[src/rtl/multi_port_rom_pipelined_pkg.sv]
// Shared ROM contents and configuration limits for the multi-port pipelined ROM.
// Every read port builds its constant table from rom_word(), so all ports
// return the same contents by construction.
package rom_pkg;

    // Legal configuration ranges
    localparam int unsigned DATA_W_MIN   = 8;
    localparam int unsigned DATA_W_MAX   = 128;
    localparam int unsigned DEPTH_MIN    = 2;
    localparam int unsigned DEPTH_MAX    = 256;
    localparam int unsigned PORTS_MIN    = 1;
    localparam int unsigned PORTS_MAX    = 4;
    localparam int unsigned PIPE_MIN     = 1;
    localparam int unsigned PIPE_MAX     = 4;

    // Widest word rom_word() can produce; callers keep the low DATA_W bits
    localparam int unsigned WORD_MAX_W   = 128;
    localparam int unsigned BASE_COUNT   = 8;

    // Base pattern table; word i of a ROM uses entry (i mod 8)
    localparam logic [63:0] BASE_WORDS [BASE_COUNT] = '{
        64'h5B5B5B5B5B5B5B5B,
        64'hAE6A4719E7B99682,
        64'h7631CF8A8ACF3176,
        64'h8AE782B9477E1996,
        64'h5BA5A55B5BA5A55B,
        64'h4782196A96E77EB9,
        64'h918A76CFCF768A31,
        64'h19B96A827E9647E7
    };

    // Word i: base word (i mod 8), XOR-ed with i replicated in every byte
    // once the index wraps past the base table, limited to dw bits.
    function automatic logic [WORD_MAX_W-1:0] rom_word(input int unsigned i,
                                                       input int unsigned dw);
        logic [WORD_MAX_W-1:0] word;
        logic [7:0]            idx_byte;
        word     = {64'b0, BASE_WORDS[i % BASE_COUNT]};
        idx_byte = 8'(i);
        if (i >= BASE_COUNT) begin
            for (int b = 0; b < WORD_MAX_W / 8; b++) begin
                word[b*8 +: 8] = word[b*8 +: 8] ^ idx_byte;
            end
        end
        for (int k = 0; k < WORD_MAX_W; k++) begin
            if (k >= int'(dw)) begin
                word[k] = 1'b0;
            end
        end
        return word;
    endfunction

    // True when a parameter set lies inside the supported ranges
    function automatic bit cfg_ok(input int unsigned data_w, input int unsigned depth,
                                  input int unsigned ports, input int unsigned stages);
        return (data_w >= DATA_W_MIN) && (data_w <= DATA_W_MAX) &&
               (depth  >= DEPTH_MIN)  && (depth  <= DEPTH_MAX)  &&
               (ports  >= PORTS_MIN)  && (ports  <= PORTS_MAX)  &&
               (stages >= PIPE_MIN)   && (stages <= PIPE_MAX);
    endfunction

endpackage

[src/rtl/multi_port_rom_pipelined_read_pipe.sv]
// One read port: combinational address decode into the constant table, then a
// PIPE_STAGES-deep register chain carrying valid, data and the range error.
// Invalid slots travel as all-zero so stale data never reaches the outputs.
module rom_read_pipe
    import rom_pkg::*;
#(
    parameter int unsigned DATA_W      = 64,
    parameter int unsigned DEPTH       = 8,
    parameter int unsigned PIPE_STAGES = 2,
    localparam int unsigned AW         = $clog2(DEPTH)
) (
    input  logic              clk,
    input  logic              rst,
    input  logic              en,
    input  logic              req_valid,
    input  logic [AW-1:0]     addr,
    output logic              rsp_valid,
    output logic [DATA_W-1:0] rsp_data,
    output logic              rsp_err
);

    localparam int unsigned ROM_SLOTS = 2 ** AW;
    localparam logic [AW:0] DEPTH_EXT = (AW + 1)'(DEPTH);

    // Table covers the full address space; slots past DEPTH read as zero
    logic [DATA_W-1:0] rom [ROM_SLOTS];

    for (genvar i = 0; i < ROM_SLOTS; i++) begin : g_rom
        if (i < DEPTH) begin : g_word
            localparam logic [WORD_MAX_W-1:0] WORD = rom_word(i, DATA_W);
            assign rom[i] = WORD[DATA_W-1:0];
        end else begin : g_pad
            assign rom[i] = '0;
        end
    end

    logic              in_range;
    logic              dec_vld;
    logic [DATA_W-1:0] dec_data;
    logic              dec_err;

    assign in_range = ({1'b0, addr} < DEPTH_EXT);

    // Decode ahead of the first register: valid request in range returns the word
    always_comb begin
        dec_vld  = 1'b0;
        dec_data = '0;
        dec_err  = 1'b0;
        if (req_valid) begin
            dec_vld = 1'b1;
            if (in_range) begin
                dec_data = rom[addr];
            end else begin
                dec_err  = 1'b1;
            end
        end
    end

    logic              vld_p  [PIPE_STAGES];
    logic [DATA_W-1:0] data_p [PIPE_STAGES];
    logic              err_p  [PIPE_STAGES];

    // Stage registers: reset clears everything, en=0 freezes the whole chain
    always_ff @(posedge clk) begin
        if (rst) begin
            for (int s = 0; s < PIPE_STAGES; s++) begin
                vld_p[s]  <= 1'b0;
                data_p[s] <= '0;
                err_p[s]  <= 1'b0;
            end
        end else if (en) begin
            // stage 0: capture decoded word
            vld_p[0]  <= dec_vld;
            data_p[0] <= dec_data;
            err_p[0]  <= dec_err;
            // stages 1..PIPE_STAGES-1: plain delay
            for (int s = 1; s < PIPE_STAGES; s++) begin
                vld_p[s]  <= vld_p[s-1];
                data_p[s] <= data_p[s-1];
                err_p[s]  <= err_p[s-1];
            end
        end
    end

    assign rsp_valid = vld_p[PIPE_STAGES-1];
    assign rsp_data  = data_p[PIPE_STAGES-1];
    assign rsp_err   = err_p[PIPE_STAGES-1];

endmodule

[src/rtl/multi_port_rom_pipelined.sv]
// Multi-port pipelined ROM: NUM_PORTS independent read pipes sharing one
// constant table definition, a common enable and a common reset.
module multi_port_rom_pipelined
    import rom_pkg::*;
#(
    parameter int unsigned DATA_W      = 64,
    parameter int unsigned DEPTH       = 8,
    parameter int unsigned NUM_PORTS   = 2,
    parameter int unsigned PIPE_STAGES = 2,
    localparam int unsigned AW         = $clog2(DEPTH)
) (
    input  logic                        clk,
    input  logic                        rst,
    input  logic                        en,
    input  logic [NUM_PORTS-1:0]        req_valid,
    input  logic [NUM_PORTS*AW-1:0]     addr,
    output logic [NUM_PORTS-1:0]        rsp_valid,
    output logic [NUM_PORTS*DATA_W-1:0] rsp_data,
    output logic [NUM_PORTS-1:0]        rsp_err
);

    localparam bit CFG_OK = cfg_ok(DATA_W, DEPTH, NUM_PORTS, PIPE_STAGES);

    if (!CFG_OK) begin : g_bad_cfg
        $error("multi_port_rom_pipelined: parameter set outside supported range");
    end

    // No shared state between ports, so there is nothing to arbitrate
    for (genvar p = 0; p < NUM_PORTS; p++) begin : g_port
        rom_read_pipe #(
            .DATA_W      (DATA_W),
            .DEPTH       (DEPTH),
            .PIPE_STAGES (PIPE_STAGES)
        ) u_pipe (
            .clk       (clk),
            .rst       (rst),
            .en        (en),
            .req_valid (req_valid[p]),
            .addr      (addr[p*AW +: AW]),
            .rsp_valid (rsp_valid[p]),
            .rsp_data  (rsp_data[p*DATA_W +: DATA_W]),
            .rsp_err   (rsp_err[p])
        );
    end

endmodule

[config.mk]
export PLATFORM = sky130hd
export DESIGN_NAME = multi_port_rom_pipelined
export DESIGN_NICKNAME = d
export VERILOG_FILES = /design/src/rtl/multi_port_rom_pipelined_pkg.sv /design/src/rtl/multi_port_rom_pipelined_read_pipe.sv /design/src/rtl/multi_port_rom_pipelined.sv
export SDC_FILE = /design/constraint.sdc
export NUM_CORES = 1
export LEC_CHECK = 0
export CORE_AREA = 2 2 155 157
export CTS_BUF_LIST = sky130_fd_sc_hd__clkbuf_2
export CTS_CLUSTER_DIAMETER = 40
export DETAILED_ROUTE_END_ITERATION = 6
export DIE_AREA = 0 0 157 159
export GPL_ROUTABILITY_DRIVEN = 0
export PLACE_DENSITY = 0.77
export SLEW_MARGIN = 20
export SYNTH_ARGS = -nofsm -noshare
export SYNTH_HDL_FRONTEND = slang
export SYNTH_SLANG_ARGS = --single-unit
export TNS_END_PERCENT = 50
[constraint.sdc]
create_clock -name clk -period 11.9 [get_ports clk]
set_input_delay 1.785 -clock clk [delete_from_list [all_inputs] [get_ports clk]]
set_output_delay 1.785 -clock clk [all_outputs]
set_load 0.01 [all_outputs]
* Yosys cells after proc, flatten, opt, wreduce, memory -nomap -nowiden
Memory sizes are Yosys's and may differ from the RTL's.
Cells that the tools add are included.
** Storage, ports and cells
- Register bits :: 0
- RAM bits :: 264
- ROM bits :: 1024
- Bits of input ports :: 11
- Output and inout bits :: 132
- Logic and storage cells :: 49
- Memories :: 8
** Memories
- (name not given) :: depth 8, bits a word 64, rd ports 1, clocked after memory_dff 0, write ports 0, RTL line multi_port_rom_pipelined_read_pipe.sv:52 : dec_data = rom[addr];
- (name not given) :: depth 8, bits a word 64, rd ports 1, clocked after memory_dff 0, write ports 0, RTL line multi_port_rom_pipelined_read_pipe.sv:52
- g_port[0].u_pipe.data_p :: depth 2, bits a word 64, rd ports 2, clocked after memory_dff 0, write ports 2, RTL line multi_port_rom_pipelined_read_pipe.sv:60 : logic [DATA_W-1:0] data_p [PIPE_STAGES];
- g_port[1].u_pipe.data_p :: depth 2, bits a word 64, rd ports 2, clocked after memory_dff 0, write ports 2, RTL line multi_port_rom_pipelined_read_pipe.sv:60
- g_port[0].u_pipe.err_p :: depth 2, bits a word 1, rd ports 2, clocked after memory_dff 0, write ports 2, RTL line multi_port_rom_pipelined_read_pipe.sv:61 : logic err_p [PIPE_STAGES];
- g_port[0].u_pipe.vld_p :: depth 2, bits a word 1, rd ports 2, clocked after memory_dff 0, write ports 2, RTL line multi_port_rom_pipelined_read_pipe.sv:59 : logic vld_p [PIPE_STAGES];
- +2 memories
** Cells by class
- $lt $le $gt $ge :: 2
- Muxes and demuxes :: 25
- Bitwise operators :: 14
** Operators by type and width (number)
- $mux W64 :: 10
- $mux W1 :: 15
- $or A1 B1 Y1 :: 12
- $ge A4 B4 Y1 const B :: 2
- $not A3 Y4 :: 2

* Longest topological paths before layout
- Depth in word-level cells :: 6
- Gate-level depth with buffers :: 4
- Mapped depth without buffers :: 4

* Modules after synthesis
From an unflattened synthesis, not the netlist that was laid out.
** Second synthesis, totals
- Cells, all modules :: 739
- Area, all modules :: 10586.4 µm²
** Modules (own cells, without submodules)
- rom_read_pipe (g_port[0].u_pipe) :: times used 1, cells an instance 370, area each 5323.9 µm², seq. area each 3543.4 µm²
- rom_read_pipe (g_port[1].u_pipe) :: times used 1, cells an instance 369, area each 5262.5 µm², seq. area each 3543.4 µm²

* Worst setup path after synthesis
OpenSTA, ideal clock, no wires.
- Path kind :: in2reg
- Start :: input port en
- End :: memory g_port[0].u_pipe.data_p[1][36] (netlist: g_port[0].u_pipe.data_p[0][100]) (enable)
- Setup time :: 0.499 ns
- Data arrival time :: 4.642 ns
- Data required time :: 11.401 ns
- Path slack :: 6.759 ns
- Stages on the path :: 1
- Buffers on the path :: 0
- Path through :: or2_2
** RTL lines
- start: declaration :: RTL line multi_port_rom_pipelined.sv:14 : input logic en,
- end: declaration :: RTL line multi_port_rom_pipelined_read_pipe.sv:60

==> run summary <==
first-pass GRT wire length -> 28,810 µm
# port buffers -> 140
synth-to-layout area growth -> 11.35%
worst-case hold path end point -> g_port[1].u_pipe.data_p[0][99]$_SDFFCE_PP0P_
TritonCTS Buffers -> 54
WL/cell -> 16.27 µm
clk buf depth -> 3
Hold Crit Start -> g_port[1].u_pipe.data_p[0][35]$_SDFFCE_PN0P_
Synth warnings -> 0
vias in the first global route -> 5,175
Die ar. -> 0.02496 mm²
synthesized area -> 0.01038 mm²
Worst R2R Path Depth -> 1
RSZ-0062 raised after global routing -> false
first drt pass iteration count -> 5
clk root buf -> clkbuf_2
H-tree depth -> 2
count of cell types in the netlist -> 25
CP Buf/Inv Count -> 2
Post-CTS Hold Fix Bufs -> 0
FF+latch count, synth -> 236
Crit path largest cell delay -> 0.91 ns
Initial Utilization -> 44.77%
Die W -> 157 µm
overall routing resource usage -> 14.89%
largest net degree at the start of global routing -> 124
CP Max Fanout -> 85
CP Class -> in -> reg
fraction of layout cells with a size suffix above 1 -> 12.36%
synth top area cells -> edfxtp_1 68%, buf_4 9.7%, and2_1 7.2%
Slew HR -> 28.04%
DRT iter0 DRCs -> 510
critical path data arrival time -> 4.05 ns
nature of the critical path startpoint -> input pin
endpoints failing setup -> 0
RR Startpoint -> g_port[0].u_pipe.data_p[0][20]$_SDFFCE_PN0P_
pwr dens -> 140.1 mW/mm²
worst skew pair latency -> 0.80 ns
CORE AREA -> 0.02319 mm²
Worst Setup End Kind -> flop
min-delay worst type -> reg -> reg
routed wire length -> 18,500 µm
hpwl dp -> 11,370 µm
DRT antenna net count -> 0
max cap viols -> 0
TNS Setup -> 0 ns
commonest non-fill, non-tap cells in the layout -> 236 x edfxtp_1, 140 x clkdlybuf4s50_1, 120 x and2_1, 77 x clkbuf_2, 41 x a21oi_1
Tcrit/Tclk final -> 30.70%
Max VDD drop -> 48.02 µV
most common cell after layout, fill and taps aside -> edfxtp_1
Seq/Total Area, Yosys -> 68.26%
clock sink total -> 236
Final Core Density -> 49.85%
delay-heaviest family, CP -> buffers and inverters
nets -> 813
Worst R2R End -> g_port[0].u_pipe.data_p[0][84]$_SDFFCE_PP0P_
final instance area -> 0.01156 mm²
CTS tree -> built
post-synth top area share -> 68.26%
Vias -> 5,331
Synth Instances -> 739
Min Clock Period, post-route -> 3.653 ns
Vias/cell -> 4.689
DIE HEIGHT -> 159 µm
post-CTS setup buffers -> 0
LEAKAGE -> 4.438 nW
initial antenna violation count -> 1
Clock transition at path regs -> 0.11 ns
critical path cell sequence -> clkdlybuf4s50_1 -> or2_4 -> buf_4
clock skew -> 0.03362 ns
FF-to-FF setup slack -> 11.06 ns
PostCTS Resize Cnt -> 0
hold path cells -> 1
Critical Path RT -> 12.30 ns
row count -> 56
leading area contributor after synthesis -> edfxtp_1
gr ovfl total -> 0
Pins Over Slew Limit -> 0
Pwr Total -> 1.620 mW
status -> finished, final reports clean
IO Pins -> 143
Worst Tran Pin Value -> 1.079 ns
synthesized area per cell -> 14.05 µm²
Fin. Hold Viols -> 0
Cell Area, Placed -> 0.01108 mm²
slowest stage cell, crit path -> buf_4
DRC viols -> 0
Highest Clock Rate -> 273.7 MHz
## Yosys cell counts
library cell,number
edfxtp_1,236
buf_4,134
and2_1,120
a21oi_1,41
nor2_1,34
ha_1,24
nand2b_1,24
buf_2,22
nor3b_1,16
nand2_1,14
nor2b_1,14
inv_1,10
a211oi_1,9
nor3_1,9
clkbuf_1,8
and3_1,5
nor3b_2,5
nor3_2,3
or2_2,3
nand3b_1,2
o21ba_2,2
and2b_4,1
and3b_1,1
clkbuf_2,1
conb_1,1
## per-stage QoR
stage / std cells / setup WS [ns] / hold WS (ns)
6_report: 1137 / 8.247 / 0.5145
5_1_grt: 1137 / 8.151 / 0.5290
4_1_cts: 1135 / 8.258 / 0.5137
3_5_place_dp: 1040 / 7.451 / 0.5022
3_3_place_gp: 1040 / 7.507 / 0.5018
2_1_floorplan: 740 / 6.759 / 0.4967
## where the power goes
group          switching [mW]  internal [mW]  leakage (nW)
logic                  0.0813         0.0710          1.50
registers              0.0165          0.975          2.59
clock network           0.303          0.173         0.355
## flip-flops by register name, summed over array words and instances, names as in the netlist
name                  count
g_port.u_pipe.data_p    234
g_port.u_pipe.vld_p       2
## metal layers
layer  vias up  wire length, µm  GRT usage [%]
li1       2532                -              -
met1      2585             8384          21.18
met2       178             8349          21.05
met3        36             1367          5.117
met4         0              401          5.755
met5         -                0              0
## kinds of logic after synthesis
| logic type | count (synthesis) | share of synthesized area, % |
|---|---|---|
| simple gates | 251 | 14.55 |
| flops | 236 | 68.26 |
| fa+ha+maj | 24 | 2.892 |
| buf+inv | 175 | 11.45 |
| other cells | 1 | 0.03612 |
| compound gates | 52 | 2.820 |
## how the worst max path moves through the flow
stage	slack (ns)	start	cells past startpoint	endpoint
2_1_floorplan	6.76	en	1	g_port[0].u_pipe.data_p[0][100]$_SDFFCE_PP0P_
3_3_place_gp	7.51	en	3	g_port[1].u_pipe.data_p[0][111]$_SDFFCE_PP0P_
3_5_place_dp	7.45	en	3	g_port[1].u_pipe.data_p[0][35]$_SDFFCE_PN0P_
4_1_cts	8.26	g_port[0].u_pipe.data_p[0][120]$_SDFFCE_PP0P_	1	rsp_data[56]
5_1_grt	8.15	en	3	g_port[0].u_pipe.data_p[0][127]$_SDFFCE_PP0P_
6_report	8.25	en	3	g_port[1].u_pipe.data_p[0][101]$_SDFFCE_PP0P_
## layout make-up
| type | instances | area (µm²) |
|---|---|---|
| clock inverter | 18 | 70.07 |
| timing repair buffer | 147 | 1466 |
| sequential | 236 | 7087 |
| inverter | 10 | 37.54 |
| clock buffer | 77 | 385.4 |
| antenna | 1 | 2.502 |
| tap | 319 | 399.1 |
| fill | 1973 | 11630 |
| multi-input combinational | 329 | 2113 |
(Power assumes the default switching activity.)
